File: src/rtl/iram_boot_loader.sv
// Boot loader: turns a framed UART byte stream into instruction RAM word writes.
// Releases cpu_hold only after a complete image with a matching checksum.
module iram_boot_loader #(
    parameter int unsigned DEPTH   = 1024,
    parameter int unsigned AW      = 10,
    parameter logic [7:0]  SYNC    = 8'hA5,
    parameter int unsigned TIMEOUT = 100000
) (
    input  logic        clk,
    input  logic        rst,
    input  logic        rx_valid,
    input  logic [7:0]  rx_data,
    output logic        iram_we,
    output logic [31:0] iram_waddr,
    output logic [31:0] iram_wdata,
    output logic        cpu_hold,
    output logic        load_done,
    output logic        load_err
);

    localparam logic [2:0] StIdle = 3'd0;
    localparam logic [2:0] StLen0 = 3'd1;
    localparam logic [2:0] StLen1 = 3'd2;
    localparam logic [2:0] StData = 3'd3;
    localparam logic [2:0] StCsum = 3'd4;
    localparam logic [2:0] StDone = 3'd5;
    localparam logic [2:0] StErr  = 3'd6;

    localparam int unsigned TW = $clog2(TIMEOUT + 1);

    logic [2:0]    state_q, state_d;
    logic [15:0]   len_q, len_d;
    logic [7:0]    csum_q, csum_d;
    logic [1:0]    byte_q, byte_d;
    logic [AW:0]   word_q, word_d;
    logic [23:0]   shreg_q, shreg_d;
    logic [TW-1:0] tcnt_q, tcnt_d;
    logic          we_q, we_d;
    logic [AW-1:0] waddr_q, waddr_d;
    logic [31:0]   wdata_q, wdata_d;
    logic          hold_q, hold_d;
    logic          done_q, done_d;
    logic          err_q, err_d;

    logic          in_frame;
    logic [15:0]   len_full;

    assign in_frame = (state_q == StLen0) || (state_q == StLen1) ||
                      (state_q == StData) || (state_q == StCsum);
    assign len_full = {rx_data, len_q[7:0]};

    always_comb begin
        state_d = state_q;
        len_d   = len_q;
        csum_d  = csum_q;
        byte_d  = byte_q;
        word_d  = word_q;
        shreg_d = shreg_q;
        tcnt_d  = tcnt_q;
        we_d    = 1'b0;
        waddr_d = waddr_q;
        wdata_d = wdata_q;
        hold_d  = hold_q;
        done_d  = done_q;
        err_d   = err_q;

        if (rx_valid) begin
            tcnt_d = '0;
            case (state_q)
                StIdle, StDone, StErr: begin
                    if (rx_data == SYNC) begin
                        state_d = StLen0;
                        csum_d  = '0;
                        byte_d  = '0;
                        word_d  = '0;
                        waddr_d = '0;
                        hold_d  = 1'b1;
                        done_d  = 1'b0;
                        err_d   = 1'b0;
                    end
                end
                StLen0: begin
                    len_d[7:0] = rx_data;
                    csum_d     = csum_q + rx_data;
                    state_d    = StLen1;
                end
                StLen1: begin
                    len_d[15:8] = rx_data;
                    csum_d      = csum_q + rx_data;
                    if (len_full > 16'(DEPTH)) begin
                        state_d = StErr;
                        err_d   = 1'b1;
                    end else if (len_full == 16'd0) begin
                        state_d = StCsum;
                    end else begin
                        state_d = StData;
                    end
                end
                StData: begin
                    csum_d = csum_q + rx_data;
                    byte_d = byte_q + 1'b1;
                    if (byte_q == 2'd0) begin
                        shreg_d[7:0] = rx_data;
                    end else if (byte_q == 2'd1) begin
                        shreg_d[15:8] = rx_data;
                    end else if (byte_q == 2'd2) begin
                        shreg_d[23:16] = rx_data;
                    end else begin
                        we_d    = 1'b1;
                        wdata_d = {rx_data, shreg_q};
                        waddr_d = word_q[AW-1:0];
                        word_d  = word_q + 1'b1;
                        // Entering CSUM here lets the checksum byte follow immediately.
                        if (16'(word_q) + 16'd1 == len_q) begin
                            state_d = StCsum;
                        end
                    end
                end
                StCsum: begin
                    if (rx_data == csum_q) begin
                        state_d = StDone;
                        done_d  = 1'b1;
                        hold_d  = 1'b0;
                    end else begin
                        state_d = StErr;
                        err_d   = 1'b1;
                    end
                end
                default: state_d = StIdle;
            endcase
        end else if (in_frame) begin
            if (tcnt_q == TW'(TIMEOUT - 1)) begin
                state_d = StErr;
                err_d   = 1'b1;
                hold_d  = 1'b1;
                tcnt_d  = '0;
            end else begin
                tcnt_d = tcnt_q + 1'b1;
            end
        end
    end

    always_ff @(posedge clk) begin
        if (rst) begin
            state_q <= StIdle;
            len_q   <= '0;
            csum_q  <= '0;
            byte_q  <= '0;
            word_q  <= '0;
            shreg_q <= '0;
            tcnt_q  <= '0;
            we_q    <= 1'b0;
            waddr_q <= '0;
            wdata_q <= '0;
            hold_q  <= 1'b1;
            done_q  <= 1'b0;
            err_q   <= 1'b0;
        end else begin
            state_q <= state_d;
            len_q   <= len_d;
            csum_q  <= csum_d;
            byte_q  <= byte_d;
            word_q  <= word_d;
            shreg_q <= shreg_d;
            tcnt_q  <= tcnt_d;
            we_q    <= we_d;
            waddr_q <= waddr_d;
            wdata_q <= wdata_d;
            hold_q  <= hold_d;
            done_q  <= done_d;
            err_q   <= err_d;
        end
    end

    assign iram_we    = we_q;
    assign iram_waddr = {{(32 - AW){1'b0}}, waddr_q};
    assign iram_wdata = wdata_q;
    assign cpu_hold   = hold_q;
    assign load_done  = done_q;
    assign load_err   = err_q;

endmodule
File: config.mk
export PLATFORM = sky130hd
export DESIGN_NAME = iram_boot_loader
export DESIGN_NICKNAME = d
export VERILOG_FILES = /design/src/rtl/iram_boot_loader.sv
export SDC_FILE = /design/constraint.sdc
export NUM_CORES = 1
export LEC_CHECK = 0
export BUFFER_PORTS_ARGS = -buffer_cell sky130_fd_sc_hd__buf_2
export CORE_ASPECT_RATIO = 0.8
export CORE_MARGIN = 5
export CORE_UTILIZATION = 50
export DETAILED_ROUTE_END_ITERATION = 12
export PLACE_DENSITY = 0.67
export REMOVE_ABC_BUFFERS = 1
export SETUP_SLACK_MARGIN = 0.02
export SLEW_MARGIN = 20
export SYNTH_ARGS = -nofsm -noshare
export SYNTH_HDL_FRONTEND = slang
export SYNTH_SLANG_ARGS = --single-unit
File: constraint.sdc
create_clock -name clk -period 6.35 [get_ports clk]
set_clock_uncertainty 0.1 [all_clocks]
set_input_delay 0 -clock clk [delete_from_list [all_inputs] [get_ports clk]]
set_output_delay 0 -clock clk [all_outputs]
set_load 0.05 [all_outputs]
# After elaboration in Yosys (flattened, before gate mapping)
# Cells that the tools add are included.
# Widths: inputs -> output; s select.
# word_totals
word_cells	123
ff_bits	127
latch_bits	0
output_inout_bits	68
input_bits	11
mem_bits_ro	0
ram_bits	0
memories	0
# classes
addsub	5
n_mul	0
reduce_logical	28
mux	41
n_shift	0
n_eq_ne	27
magnitude_cmp	1
n_bitwise	5
div	0
# ops
op	n
$mux 11	4
$mux 10	4
$mux 3	10
$pmux 11 s2	1
$pmux 10 s2	1
$add 17x1->17 const B	1
$eq 17x17->1 const B	1
$mux 17	1
$eq 12x16->1	1
$gt 16x11->1 const B	1
$logic_not 16->1	1
$pmux 8 s2	1
$ne 3x3->1 const B	5
$pmux 3 s5	1
$reduce_and 5->1	3
$add 11x1->12 const B	1
$reduce_and 6->1	2
$add 11x1->11 const B	1
$mux 1	11
$reduce_bool 2->1	5
$eq 3x3->1 const B	3
$ne 3x2->1 const B	3
$reduce_and 3->1	3
$add 8x8->8	1
26 further kinds	41

# Longest topological paths before layout
# logic_depth
depth_word	8
mapped_depth	9
depth_no_buf	9

# Least setup slack after synthesis
# No wires, ideal clock.
# synth_path
kind	reg-to-reg
from	register state_q[1]
to	register state_q[2]
path_stages_with_launch	9
period_less_slack_ns	2.362
setup_ns	0.058
required_time_ns	6.192
setup_slack_ns	3.988
n_path_buf	2
arrival_ns	2.204
path_cell_list	dfxtp_1 -> buf_2 -> nor2_1 -> xor2_1 -> or3_1 -> clkbuf_1 -> a2111o_1 -> nor4b_1 -> o21a_1
# synth_via
elab_chain_len	6
elab_cells_between_ends	20
classes_between	eq/ne: 11; mux: 2; reduce/logical: 7
# synth_lines
item	line_no	source
start: declaration	31	logic [2:0] state_q, state_d;
start signal: assignment	145	state_q <= StIdle;
start signal: assignment	159	state_q <= state_d;
parallel branches: the longest is 6 deep, another holds $reduce_and 7->1	-	
# Several ways; the timed one is not identified.
# A chain may end at the register's enable or synchronous reset.

# Worst setup path after layout
# layout_path
from	register state_q[0]
to	register word_q[4]
# layout_via
elab_chain_len	4
elab_cells_between_ends	12
classes_between	eq/ne: 7; mux: 1; reduce/logical: 4
# layout_lines
item	line_no	source
$eq 3x3->1 or $logic_not 3->1 (tied branches)	69	case (state_q)
$reduce_or 3->1	69	
$ne 2x2->1 (no source line) or $reduce_bool 2->1 (tied branches)	-	
$reduce_and 6->1 (no source line)	-	
end signal: assignment	163	word_q <= word_d;
end: declaration	35	logic [AW:0] word_q, word_d;
# Parallel ways exist; a longest one is shown, timed or not.

==> flow_metrics.env <==
export IMPL_rsz0062_at_grt="false"
export IMPL_syn_area_um2=6150
export IMPL_final_common_cell="dfxtp_1"
export IMPL_grt_overflow=0
export IMPL_clock_latency_ns=0.41
export IMPL_end_kind="flop"
export IMPL_drive_gt1_share_pct=12.6
export IMPL_cts_root_buf="clkbuf_16"
export IMPL_holdWs_ns=0.347
export IMPL_synth_area_leaders="dfxtp_1 (41%), mux2i_1 (6.5%), nand2_1 (6.2%)"
export IMPL_ir_worst_vdd_mv=0.180
export IMPL_io_buffer_count=56
export IMPL_area_delta_synth_final_pct=14.7
export IMPL_initial_utilization_pct=50.8
export IMPL_fmax_mhz=311
export IMPL_setup_viol=0
export IMPL_power_internal_mw=1.44
export IMPL_h_tree_depth=4
export IMPL_gp_congestion=0.898
export IMPL_max_cap_violations=0
export IMPL_cp_arrival_ns=3.45
export IMPL_synth_top_cell_area_share_pct=41.3
export IMPL_dp_cells=916
export IMPL_cts_inserted_buffers=17
export IMPL_synth_area_leader_cell="dfxtp_1"
export IMPL_synth_seq_cells=127
export IMPL_synth_ff_type="dfxtp_1"
export IMPL_clkPwrFrac_pct=47.2
export IMPL_routedWlPerCell_um=15.3
export IMPL_worstSetupStartpointType="flop"
export IMPL_core_area_um2=12100
export IMPL_fp_row_count=36
export IMPL_fin_cells=960
export IMPL_grt_pass1_wl_mm=24.5
export IMPL_hpwlAfterDp_mm=9.83
export IMPL_dieArea_um2=14600
export IMPL_slew_viol_final=0
export IMPL_status="complete, no violations"
export IMPL_die_w_um=134
export IMPL_post_cts_buffers=0
export IMPL_p_leak_nw=2.70
export IMPL_cts_sinks=127
export IMPL_share_comb_of_total_power_pct=10.1
export IMPL_drtAntennaViolNets=0
export IMPL_period_minus_slack_ns=3.21
export IMPL_grt_max_degree=61
export IMPL_mostFrequentLayoutCells="dfxtp_1 (127), nand2_1 (101), nor2_1 (91), a21oi_1 (71), buf_2 (55)"
export IMPL_dr_first_iter_drc_count=432
export IMPL_hold_path_class="flop to flop"
export IMPL_synth_seq_area_share_pct=41.3
export IMPL_wl_mm=14.7
export IMPL_avgSynthCellArea_um2=8.15
export IMPL_power_density_nw_per_um2=275
export IMPL_yosysUniqueCellTypes=60
export IMPL_antenna_found_initial=0
export IMPL_postSynthCellCount=755
export IMPL_cp_max_fo=27
export IMPL_hold_viol=0
export IMPL_worst_setup_path_type="flop to flop"
export IMPL_clk_pin_slew_ns=0.05
export IMPL_cp_data_required_time_ns=6.59
export IMPL_synth_edf_count=0
export IMPL_cts_resized=0
export IMPL_fin_crit_sh_pct=50.6
export IMPL_finalSetupTns_ns=0
export IMPL_firstDrtPassIters=7
export IMPL_pwr_share_seq_pct=42.8
export IMPL_ys_warn_count=0
export IMPL_grt_pass1_vias=5051
export IMPL_async_flop_share_pct=0
export IMPL_tritoncts="built"
export IMPL_relSlewSlack_pct=36.9
export IMPL_clockBufferDepth=2
export IMPL_worst_pin_slew_ns=0.943
export IMPL_vias_per_cell=5.55
export IMPL_switching_power_mw=0.501
export IMPL_num_vias=5330
export IMPL_ios=79
export IMPL_swShare_pct=25.8
export IMPL_drc=0
export IMPL_die_y_um=109
export IMPL_grt_util_all_layers_pct=20.8
export IMPL_final_nets=819
export IMPL_cts_hold_buf=10
export IMPL_diodes=0
[flip-flops by register name (all words and copies together) (netlist names), 2 cells and up]
name        cells
tcnt_q         17
word_q         11
state_q         3
waddr_q        10
shreg_q        24
byte_q          2
iram_wdata     32
len_q          16
csum_q          8
[worst max-delay path: stages, from the launching register on]
cell and delay, ns:
dfxtp_1 0.53, nor2b_2 0.33, nand2_1 0.35, or3_1 0.47
a221o_1 0.61, or4_1 0.58, a21oi_1 0.16
[final cells by class]
class                   instances  area, um^2
fillers                      1097        5060
multi-input cells             558        3270
flip-flops and latches        127        2540
clock buffers                  22         474
repair buffers                 71         420
well taps                     152         190
clock inverters                10        87.6
inverters                      20        75.1
[cell usage after synthesis (3+ instances only)]
master and number:
dfxtp_1 127, nand2_1 101, nor2_1 91, a21oi_1 71
clkbuf_1 46, mux2i_1 40, nand3_1 32, buf_4 22
o21ai_0 21, inv_1 20, xnor2_1 19, nor3_1 15
ha_1 12, or3_1 12, nor4_1 11, xor2_1 10
a22oi_1 7, nand4_1 7, or4_1 7, nand2b_1 6
and4_1 5, o211ai_1 5, o21a_1 5, and3_1 4
o2111ai_1 4, o31ai_1 4, a21boi_0 3, a31oi_1 3
nor2b_1 3, nor3b_1 3
[power by group through the flow]
stage / registers (mW) / clock network, mW / logic [mW]
6_report: 0.830 / 0.916 / 0.195
5_1_grt: 0.832 / 0.976 / 0.216
4_1_cts: 0.830 / 0.932 / 0.194
3_5_place_dp: 0.847 / 0 / 0.188
3_3_place_gp: 0.846 / 0 / 0.185
2_1_floorplan: 0.846 / 0 / 0.133
[worst paths after layout]
check	from	to	slack, ns	cells past startpoint
hold reg to reg	waddr_q[2]	waddr_q[2]	0.35	2
hold / removal	waddr_q[2]	waddr_q[2]	0.35	2
setup reg to reg	state_q[0]	word_q[4]	3.14	6
setup / recovery	state_q[0]	word_q[4]	3.14	6
[cells by family after synthesis]
kind of cell	share of synthesized area, %
xor gates and xnor gates	4.13
buffers and inverters	6.94
and+or+nand+nor	24.4
AOI/OAI and AO/OA	13.9
other	0.0610
DFF	41.3
muxes	6.51
adders and majority gates	2.77
[per-layer routing]
layer	up-vias	track usage, %	part of all wire (%)
met1	2526	27.9	47
met2	129	32.9	46
met5	-	0	0
li1	2660	-	-
met3	15	5.86	5.8
met4	0	6.17	1.0
[stage by stage]
step / area (um^2) / util [%] / setup WS (ns) / total power [mW]
after floorplan: 5880 / - / 2.89 / 0.979
after CTS: 7040 / 58.1 / 3.13 / 1.96
after global placement: 6380 / 52.6 / 3.31 / 1.03
final: 7060 / 58.2 / 3.14 / 1.94
after detailed placement: 6380 / 52.6 / 3.17 / 1.03
after global routing: 7060 / 58.2 / 2.90 / 2.02
Power figures use the tool's default switching activity.
